File: src/rtl/mem_arbiter_pkg.sv
// Shared types and default widths for the cache-to-memory arbiter.
// FSM state encoding lives here so every unit agrees on it.
package mem_arbiter_pkg;

   typedef enum logic [1:0] {
      S_IDLE = 2'd0,
      S_BUSY = 2'd1,
      S_RESP = 2'd2
   } arb_state_t;

   localparam int DEF_ADDR_W = 28;
   localparam int DEF_LINE_W = 128;

endpackage

File: src/rtl/mem_arbiter_rr_pick.sv
// Combinational round-robin picker: first requester after i_last.
// Searches i_last+1 .. i_last+N, wrapping at N.
module rr_pick #(
   parameter int N  = 2,
   parameter int IW = 1
) (
   input  logic [N-1:0]  i_req,
   input  logic [IW-1:0] i_last,
   output logic [IW-1:0] o_idx,
   output logic          o_valid
);

   int w_c;

   // scan forward from the channel after the last grant
   always_comb begin
      o_idx   = '0;
      o_valid = 1'b0;
      w_c     = 0;
      for (int i = 1; i <= N; i++) begin
         w_c = int'(i_last) + i;
         if (w_c >= N) w_c = w_c - N;
         if (!o_valid && i_req[IW'(w_c)]) begin
            o_idx   = IW'(w_c);
            o_valid = 1'b1;
         end
      end
   end

endmodule

File: src/rtl/mem_arbiter.sv
// Round-robin arbiter sharing one slow line memory among cache channels.
// Define MEM_ARBITER_PERF_EN to build the per-channel wait counters.
module mem_arbiter
   import mem_arbiter_pkg::*;
#(
   parameter int NUM_CH = 2,
   parameter int ADDR_W = DEF_ADDR_W,
   parameter int LINE_W = DEF_LINE_W
) (
   input  logic                     clk,
   input  logic                     rst_n,
   input  logic [NUM_CH-1:0]        ch_read,
   input  logic [NUM_CH-1:0]        ch_write,
   input  logic [NUM_CH*ADDR_W-1:0] ch_addr,
   input  logic [NUM_CH*LINE_W-1:0] ch_wdata,
   output logic [LINE_W-1:0]        ch_rdata,
   output logic [NUM_CH-1:0]        ch_ready,
   output logic                     mem_read,
   output logic                     mem_write,
   output logic [ADDR_W-1:0]        mem_addr,
   output logic [LINE_W-1:0]        mem_wdata,
   input  logic [LINE_W-1:0]        mem_rdata,
   input  logic                     mem_ready,
   output logic [NUM_CH*32-1:0]     perf_wait
);

   localparam int IW = (NUM_CH > 1) ? $clog2(NUM_CH) : 1;

   arb_state_t          r_state;
   logic [IW-1:0]       r_grant;
   logic                r_wr;
   logic [ADDR_W-1:0]   r_addr;
   logic [LINE_W-1:0]   r_wdata;
   logic                r_mem_read;
   logic                r_mem_write;
   logic [LINE_W-1:0]   r_rdata;
   logic [NUM_CH-1:0]   r_ready;

   logic [NUM_CH-1:0]   w_req;
   logic [IW-1:0]       w_pick;
   logic                w_valid;

   assign w_req = ch_read | ch_write;

   rr_pick #(
      .N  (NUM_CH),
      .IW (IW)
   ) u_pick (
      .i_req   (w_req),
      .i_last  (r_grant),
      .o_idx   (w_pick),
      .o_valid (w_valid)
   );

   // grant, hold the latched request stable, then pulse ready once
   always_ff @(posedge clk or negedge rst_n) begin
      if (!rst_n) begin
         r_state     <= S_IDLE;
         r_grant     <= IW'(NUM_CH - 1);
         r_wr        <= 1'b0;
         r_addr      <= '0;
         r_wdata     <= '0;
         r_mem_read  <= 1'b0;
         r_mem_write <= 1'b0;
         r_rdata     <= '0;
         r_ready     <= '0;
      end else begin
         unique case (r_state)
            S_IDLE: begin
               if (w_valid) begin
                  r_grant     <= w_pick;
                  r_wr        <= ch_write[w_pick];
                  r_addr      <= ch_addr[int'(w_pick)*ADDR_W +: ADDR_W];
                  r_wdata     <= ch_wdata[int'(w_pick)*LINE_W +: LINE_W];
                  r_mem_read  <= ~ch_write[w_pick];
                  r_mem_write <= ch_write[w_pick];
                  r_state     <= S_BUSY;
               end
            end
            S_BUSY: begin
               if (mem_ready) begin
                  r_mem_read  <= 1'b0;
                  r_mem_write <= 1'b0;
                  if (!r_wr) r_rdata <= mem_rdata;
                  r_ready     <= NUM_CH'(1) << r_grant;
                  r_state     <= S_RESP;
               end
            end
            S_RESP: begin
               r_ready <= '0;
               r_state <= S_IDLE;
            end
            default: r_state <= S_IDLE;
         endcase
      end
   end

   assign mem_read  = r_mem_read;
   assign mem_write = r_mem_write;
   assign mem_addr  = r_addr;
   assign mem_wdata = r_wdata;
   assign ch_rdata  = r_rdata;
   assign ch_ready  = r_ready;

`ifdef MEM_ARBITER_PERF_EN
   logic [31:0] r_perf [NUM_CH];

   // count cycles a channel requests without being the active grantee
   always_ff @(posedge clk or negedge rst_n) begin
      if (!rst_n) begin
         for (int k = 0; k < NUM_CH; k++) r_perf[k] <= '0;
      end else begin
         for (int k = 0; k < NUM_CH; k++) begin
            if (w_req[k]
                && !(r_state != S_IDLE && r_grant == IW'(k))
                && r_perf[k] != 32'hFFFF_FFFF)
               r_perf[k] <= r_perf[k] + 32'd1;
         end
      end
   end

   // flatten the counters onto the output bus
   always_comb begin
      perf_wait = '0;
      for (int k = 0; k < NUM_CH; k++) perf_wait[k*32 +: 32] = r_perf[k];
   end
`else
   assign perf_wait = '0;
`endif

endmodule

File: config.mk
export PLATFORM = sky130hd
export DESIGN_NAME = mem_arbiter
export DESIGN_NICKNAME = d
export VERILOG_FILES = /design/src/rtl/mem_arbiter_pkg.sv /design/src/rtl/mem_arbiter_rr_pick.sv /design/src/rtl/mem_arbiter.sv
export SDC_FILE = /design/constraint.sdc
export NUM_CORES = 1
export LEC_CHECK = 0
export CAP_MARGIN = 20
export CORE_AREA = 5 5 309 311
export DETAILED_ROUTE_END_ITERATION = 6
export DIE_AREA = 0 0 314 316
export HOLD_SLACK_MARGIN = 0.15
export PLACE_DENSITY_LB_ADDON = 0.12
export SLEW_MARGIN = 15
export SYNTH_ARGS = -nofsm -noshare
export SYNTH_HDL_FRONTEND = slang
export SYNTH_SLANG_ARGS = --single-unit
File: constraint.sdc
create_clock -name clk -period 1.95 [get_ports clk]
set_input_delay 0.2925 -clock clk [delete_from_list [all_inputs] [get_ports clk]]
set_output_delay 0.2925 -clock clk [all_outputs]
set_load 0.01 [all_outputs]
Word-level counts from Yosys, hierarchy flattened:

Index checks and enable logic that the tools add are counted.

* output and inout bits: 352
* flip-flop bits (word level): 292
* bits of input ports: 447

* $lt $le $gt $ge: 5
* eq/ne operators: 4
* $mul: 1
* reduce and logical (&&, ||, !) cells: 10
* muxes and demuxes: 22
* bitwise logic cells: 3
* add/subtract/negate cells: 4
* shift-type cells: 3

Operators by type and width (count)
* $shiftx A256 B9 Y128: 1
* $shiftx A56 B7 Y28: 1
* $mux W1: 15
* $pmux W2 S2: 2
* $lt A1 B3 Y1 const B: 2
* $mux W2: 3
* $reduce_and A2 Y1: 3
* $reduce_and A3 Y1: 2
* $mul A1 B3 Y4 const B: 1
* $pmux W1 S2: 2
* $reduce_bool A2 Y1: 2
* $add A1 B2 Y3 const B: 1
* $ge A3 B2 Y1 const B: 1
* $add A1 B1 Y2 const B: 1
* $eq A2 B1 Y1 const B: 1
* $eq A2 B2 Y1 const B: 1
* $ge A2 B2 Y1 const B: 1
* $logic_not A2 Y1: 1
* $lt A1 B2 Y1 const B: 1
* $ne A2 B1 Y1 const B: 1
* $ne A2 B2 Y1 const B: 1
* $not A1 Y1: 2
* $shl A1 B1 Y2 const A: 1
* $sub A1 B1 Y1 const B: 2
* 3 further kinds: 3

Depth between registers and ports, before layout:

* word-level depth: 15
* gate-level depth with buffers: 6
* gate-level depth less buffers: 3

Cells and area by module:

From an unflattened synthesis, not the netlist that was laid out.

* cells, all modules: 1045
* area total of the unflattened synthesis: 13213.9 µm²

Modules (own cells, without submodules)
* mem_arbiter: cells an instance 1043, instances 1, sequential area each 7308.3 µm², area each 13192.7 µm²
* rr_pick: cells an instance 2, instances 1, sequential area each 0.0 µm², area each 21.3 µm²

Least setup slack after synthesis:

OpenSTA, ideal clock, no wires.

* kind: register to register
* start point: reg r_grant
* end point: reg r_wdata[4] (netlist: mem_wdata[4])
* stages on the path, launching flop included: 5
* slack: 233 ps
* path buffers: 2
* library setup time: 125 ps
* arrival: 1592 ps
* cell sequence: dfstp_2 -> buf_2 -> clkbuf_1 -> mux2_2 -> mux2_2

* longest elaborated chain between the ends: 6
* elaborated cells on any way between the ends: 11
* classes of those cells: 4 x add/sub; 2 x order compare; 1 x shift; 4 x mux

Ends and longest elaborated chain
* start, declared: line mem_arbiter.sv:30 `logic [IW-1:0] r_grant;`
* start signal, assigned: line mem_arbiter.sv:59 `r_grant <= IW'(NUM_CH - 1);`
* start signal, assigned: line mem_arbiter.sv:71 `r_grant <= w_pick;`
* parallel branches: the longest is 4 deep, another holds $add A1 B2 Y3
* $mux W1 (*): line mem_arbiter_rr_pick.sv:23 `if (!o_valid && i_req[IW'(w_c)]) begin`
* $shiftx A256 B9 Y128 (*): line mem_arbiter.sv:74 `r_wdata <= ch_wdata[int'(w_pick)*LINE_W +: LINE_W];`
* end signal, assigned: line mem_arbiter.sv:74
* end, declared: line mem_arbiter.sv:33 `logic [LINE_W-1:0] r_wdata;`

Every way passes the cells marked *.
A chain may end at the register's enable or synchronous reset.

Worst setup path in the final report:

* start point: reg r_grant
* end point: reg r_wdata[122] (netlist: mem_wdata[122])

Same word-level chain as after synthesis.

==> summary.txt <==
CTS
  – Clock slew at reported path FFs: 0.05 ns
  – Clock net sink count: 292
  – CTS tree: yes
  – TritonCTS buffer count: 41
  – CTS root buffer: clkbuf_16
  – CTS H-tree lvls: 2
  – Clock Latency Late Sink: approximately 0.55 ns
  – Bufs on Longest Clock Path: 3

Job
  – Max-cap violations: 0

Die
  – Rows: between 100 and 150
  – Initial Util: between 15 and 20%
  – # IOs: around 800
  – DIE HEIGHT: about 320 um
  – Die span in x: 314 um
  – CORE AREA: slightly above 0.09 sq mm
  – DIE AREA: a little under 0.1 sq mm

Timing
  – Fin Hold WS: 0.2127 ns
  – Final min period: 1.876 ns
  – RSZ-0062 raised after global routing: no
  – Max Clock Skew: 0.02692 ns
  – Period utilization: between 90 and 100%
  – Peak Freq: roughly 530 MHz
  – Final Slew Violations: 0
  – Final hold violations: 0
  – Final setup viols: 0
  – Setup ws final: around 0.074 ns

Global route
  – Number of global-route vias before repair: around 11,000
  – First-pass GRT wire length: around 79 mm
  – All-Layer GR Usage: between 10 and 15%
  – Largest net degree at the start of global routing: 59
  – Initial antenna violation count: 7
  – Total congestion overflow: 0

Detailed routing
  – Vias per cell: ~3.4
  – Routed wire length: roughly 56 mm
  – DR iter-0 viols: 195
  – DRC errors left: 0
  – Remaining antenna violation count: 0
  – Wire per inst: approximately 20 um
  – Vias post-DR: around 10,000
  – TritonRoute pass-1 iters: 4

Yosys
  – Mapped cell area: between 0.01 and 0.015 sq mm
  – Synth area leaders: dfrtp_1, mux2_2, mux2_4
  – Synth Area per Inst: 15.97 sq um
  – Number of flops mapped to enable cells by yosys: 0
  – Seq/Total Area, Yosys: between 50% and 60%
  – Cells after Synth: 870
  – Ys async rst share: 100.0%
  – Post-synth cell types: 26
  – Primary FF master, synth: dfrtp_1
  – Post-synth top area cell: dfrtp_1
  – Top cells by count, synth: mux2_2, dfrtp_1, mux2_4
  – Seq cells post-synth: around 300
  – Yosys warnings: 0
  – Yosys top cell area share: a little over half
  – Most numerous cell in the Yosys netlist: mux2_2

Power
  – Sequential share of power: 29.3%
  – Internal power: 25.53 mW
  – Clock share of power: between 10% and 20%
  – Sw Pwr: 12.03 mW
  – Combinational power share: a little over 50%
  – Switching share of power: ~32%
  – Power consumption: between 30 and 40 mW
  – Pwr Density: approximately 1600 mW/mm^2
  – Peak supply drop: 0.6716 mV
  – Leak: just under 10 nW

Placement
  – Routability congestion estimate: roughly 0.75
  – Pre-CTS WS: -0.06593 ns
  – Post-detail-place hpwl: approximately 45 mm
  – IO Port Bufs: about 730
  – Placed cell count: 2,812

Worst setup path
  – Critical Path Start Type: flop
  – Required @ worst endpoint: 2.37 ns
  – WS Path Type: flop to flop
  – Worst r2r path cells: 4
  – CP Max Fanout: 30
  – Crit end category: flop
  – Worst endpoint data arrival time: between 2 and 2.5 ns

Layout
  – Finished Core Util: 25.94%
  – Final Non-Filler Cells: about 2,900
  – Share of cells above drive strength 1: between 30% and 40%
  – # nets final: 2,106
  – P&R area growth vs syn: 72.73%

Status
  – Status: complete, no violations

Hold path
  – HP Class: primary input to asynchronous set/reset pin
## state kept, by name (all words and copies together) (netlist names)
register,cells
r_grant,1
mem_addr,28
mem_wdata,128
mem_write,1
ch_rdata,128
r_wr,1
mem_read,1
ch_ready,2
r_state,2
## power by group through the flow
stage               Sequential [mW]  Combinational, mW  Clock, mW
finish                         11.0               19.5       7.06
global route                   11.5               20.8       7.67
CTS                            11.1               20.1       7.49
detailed placement             11.1               20.1          0
global placement               11.1               20.1          0
floorplan                      12.3               8.22          0
## repair_timing
action | in CTS | in global routing
gates resized for setup | 5 | 0
setup endpoints to repair | 5 | 0
hold buffers | 1 | 0
hold endpoints to repair | 247 | 0
setup buffers | 0 | 0
## per-stage QoR
| step | TNS [ns] | cell area (sq um) |
|---|---|---|
| 2_1_floorplan | 0 | 14130 |
| 6_report | 0 | 23990 |
| 4_1_cts | 0 | 23980 |
| 3_3_place_gp | -2.106 | 22730 |
| 5_1_grt | 0 | 23980 |
| 3_5_place_dp | -2.333 | 22730 |
## layer usage
layer  GRT usage [%]  vias to the layer above  wire length [um]
li1                -                     4545                 -
met1           11.45                     4785             20360
met2           19.73                      433             29470
met3           4.575                       67              5388
met4           2.502                       10              1103
met5               0                        -                65
## cells by family (layout without fill, tap and decap cells)
logic type / Yosys count / in the layout / synth area share (%)
XOR/XNOR: 1 / 1 / 0.06306
AO/OA/AOI/OAI: 9 / 9 / 0.4594
AND/OR/NAND/NOR: 10 / 10 / 0.4955
multiplexers: 443 / 443 / 39.09
other: 1 / 68 / 0.02700
buffers and inverters: 114 / 870 / 7.251
flip-flops: 292 / 292 / 52.61
## final cells by class
type | instances | area (sq um)
Clock inverter | 7 | 46.29
Clock buffer | 66 | 1200
Sequential cell | 292 | 7316
Multi-Input combinational cell | 527 | 5818
Antenna cell | 4 | 10.01
Inverter | 1 | 3.754
Tap cell | 1197 | 1498
Fill cell | 9671 | 68490
Timing Repair Buffer | 796 | 8103
## worst paths after layout
path	slack (ns)	from	to
setup / recovery	0.07	r_grant	mem_wdata[122]
hold / removal	0.21	rst_n	ch_rdata[84]
setup reg to reg	0.07	r_grant	mem_wdata[122]
hold reg to reg	0.48	ch_rdata[108]	ch_rdata[108]
max in group asynchronous	0.93	rst_n	mem_wdata[15]
min in group clk	0.33	mem_rdata[114]	ch_rdata[114]
## critical path: stages (launching register included)
cell and delay, ns:
dfstp_4 0.64, buf_12 0.19, buf_12 0.22, mux2_2 0.39, mux2_2 0.26
## placed cells by master (no fill, tap or decap)
| cell type | netlist | layout |
|---|---|---|
| a21oi_1 | 1 | 1 |
| a22o_1 | 3 | 3 |
| and2_1 | 1 | 1 |
| buf_12 | 0 | 23 |
| buf_4 | 64 | 39 |
| buf_8 | 10 | 1 |
| clkbuf_1 | 3 | 17 |
| clkbuf_16 | 0 | 41 |
| clkbuf_8 | 0 | 8 |
| clkdlybuf4s50_1 | 0 | 730 |
| clkinv_2 | 0 | 4 |
| conb_1 | 1 | 64 |
| dfrtp_1 | 291 | 288 |
| dfrtp_2 | 0 | 3 |
| dfstp_4 | 0 | 1 |
| diode_2 | 0 | 4 |
| dlygate4sd2_1 | 0 | 2 |
| dlygate4sd3_1 | 0 | 1 |
| inv_1 | 1 | 1 |
| inv_6 | 0 | 3 |
| mux2_1 | 21 | 21 |
| mux2_2 | 303 | 303 |
| mux2_4 | 118 | 118 |
| mux2i_1 | 1 | 1 |
| nand2_1 | 3 | 3 |
| nand2b_1 | 1 | 1 |
| nand3b_4 | 1 | 1 |
| nor2_1 | 2 | 2 |
| nor2_4 | 1 | 1 |
| nor2b_1 | 1 | 1 |
| o21a_4 | 0 | 1 |
| o21ai_0 | 3 | 3 |
| o22a_1 | 1 | 1 |
| xnor2_1 | 1 | 1 |
(Power assumes the default switching activity.)
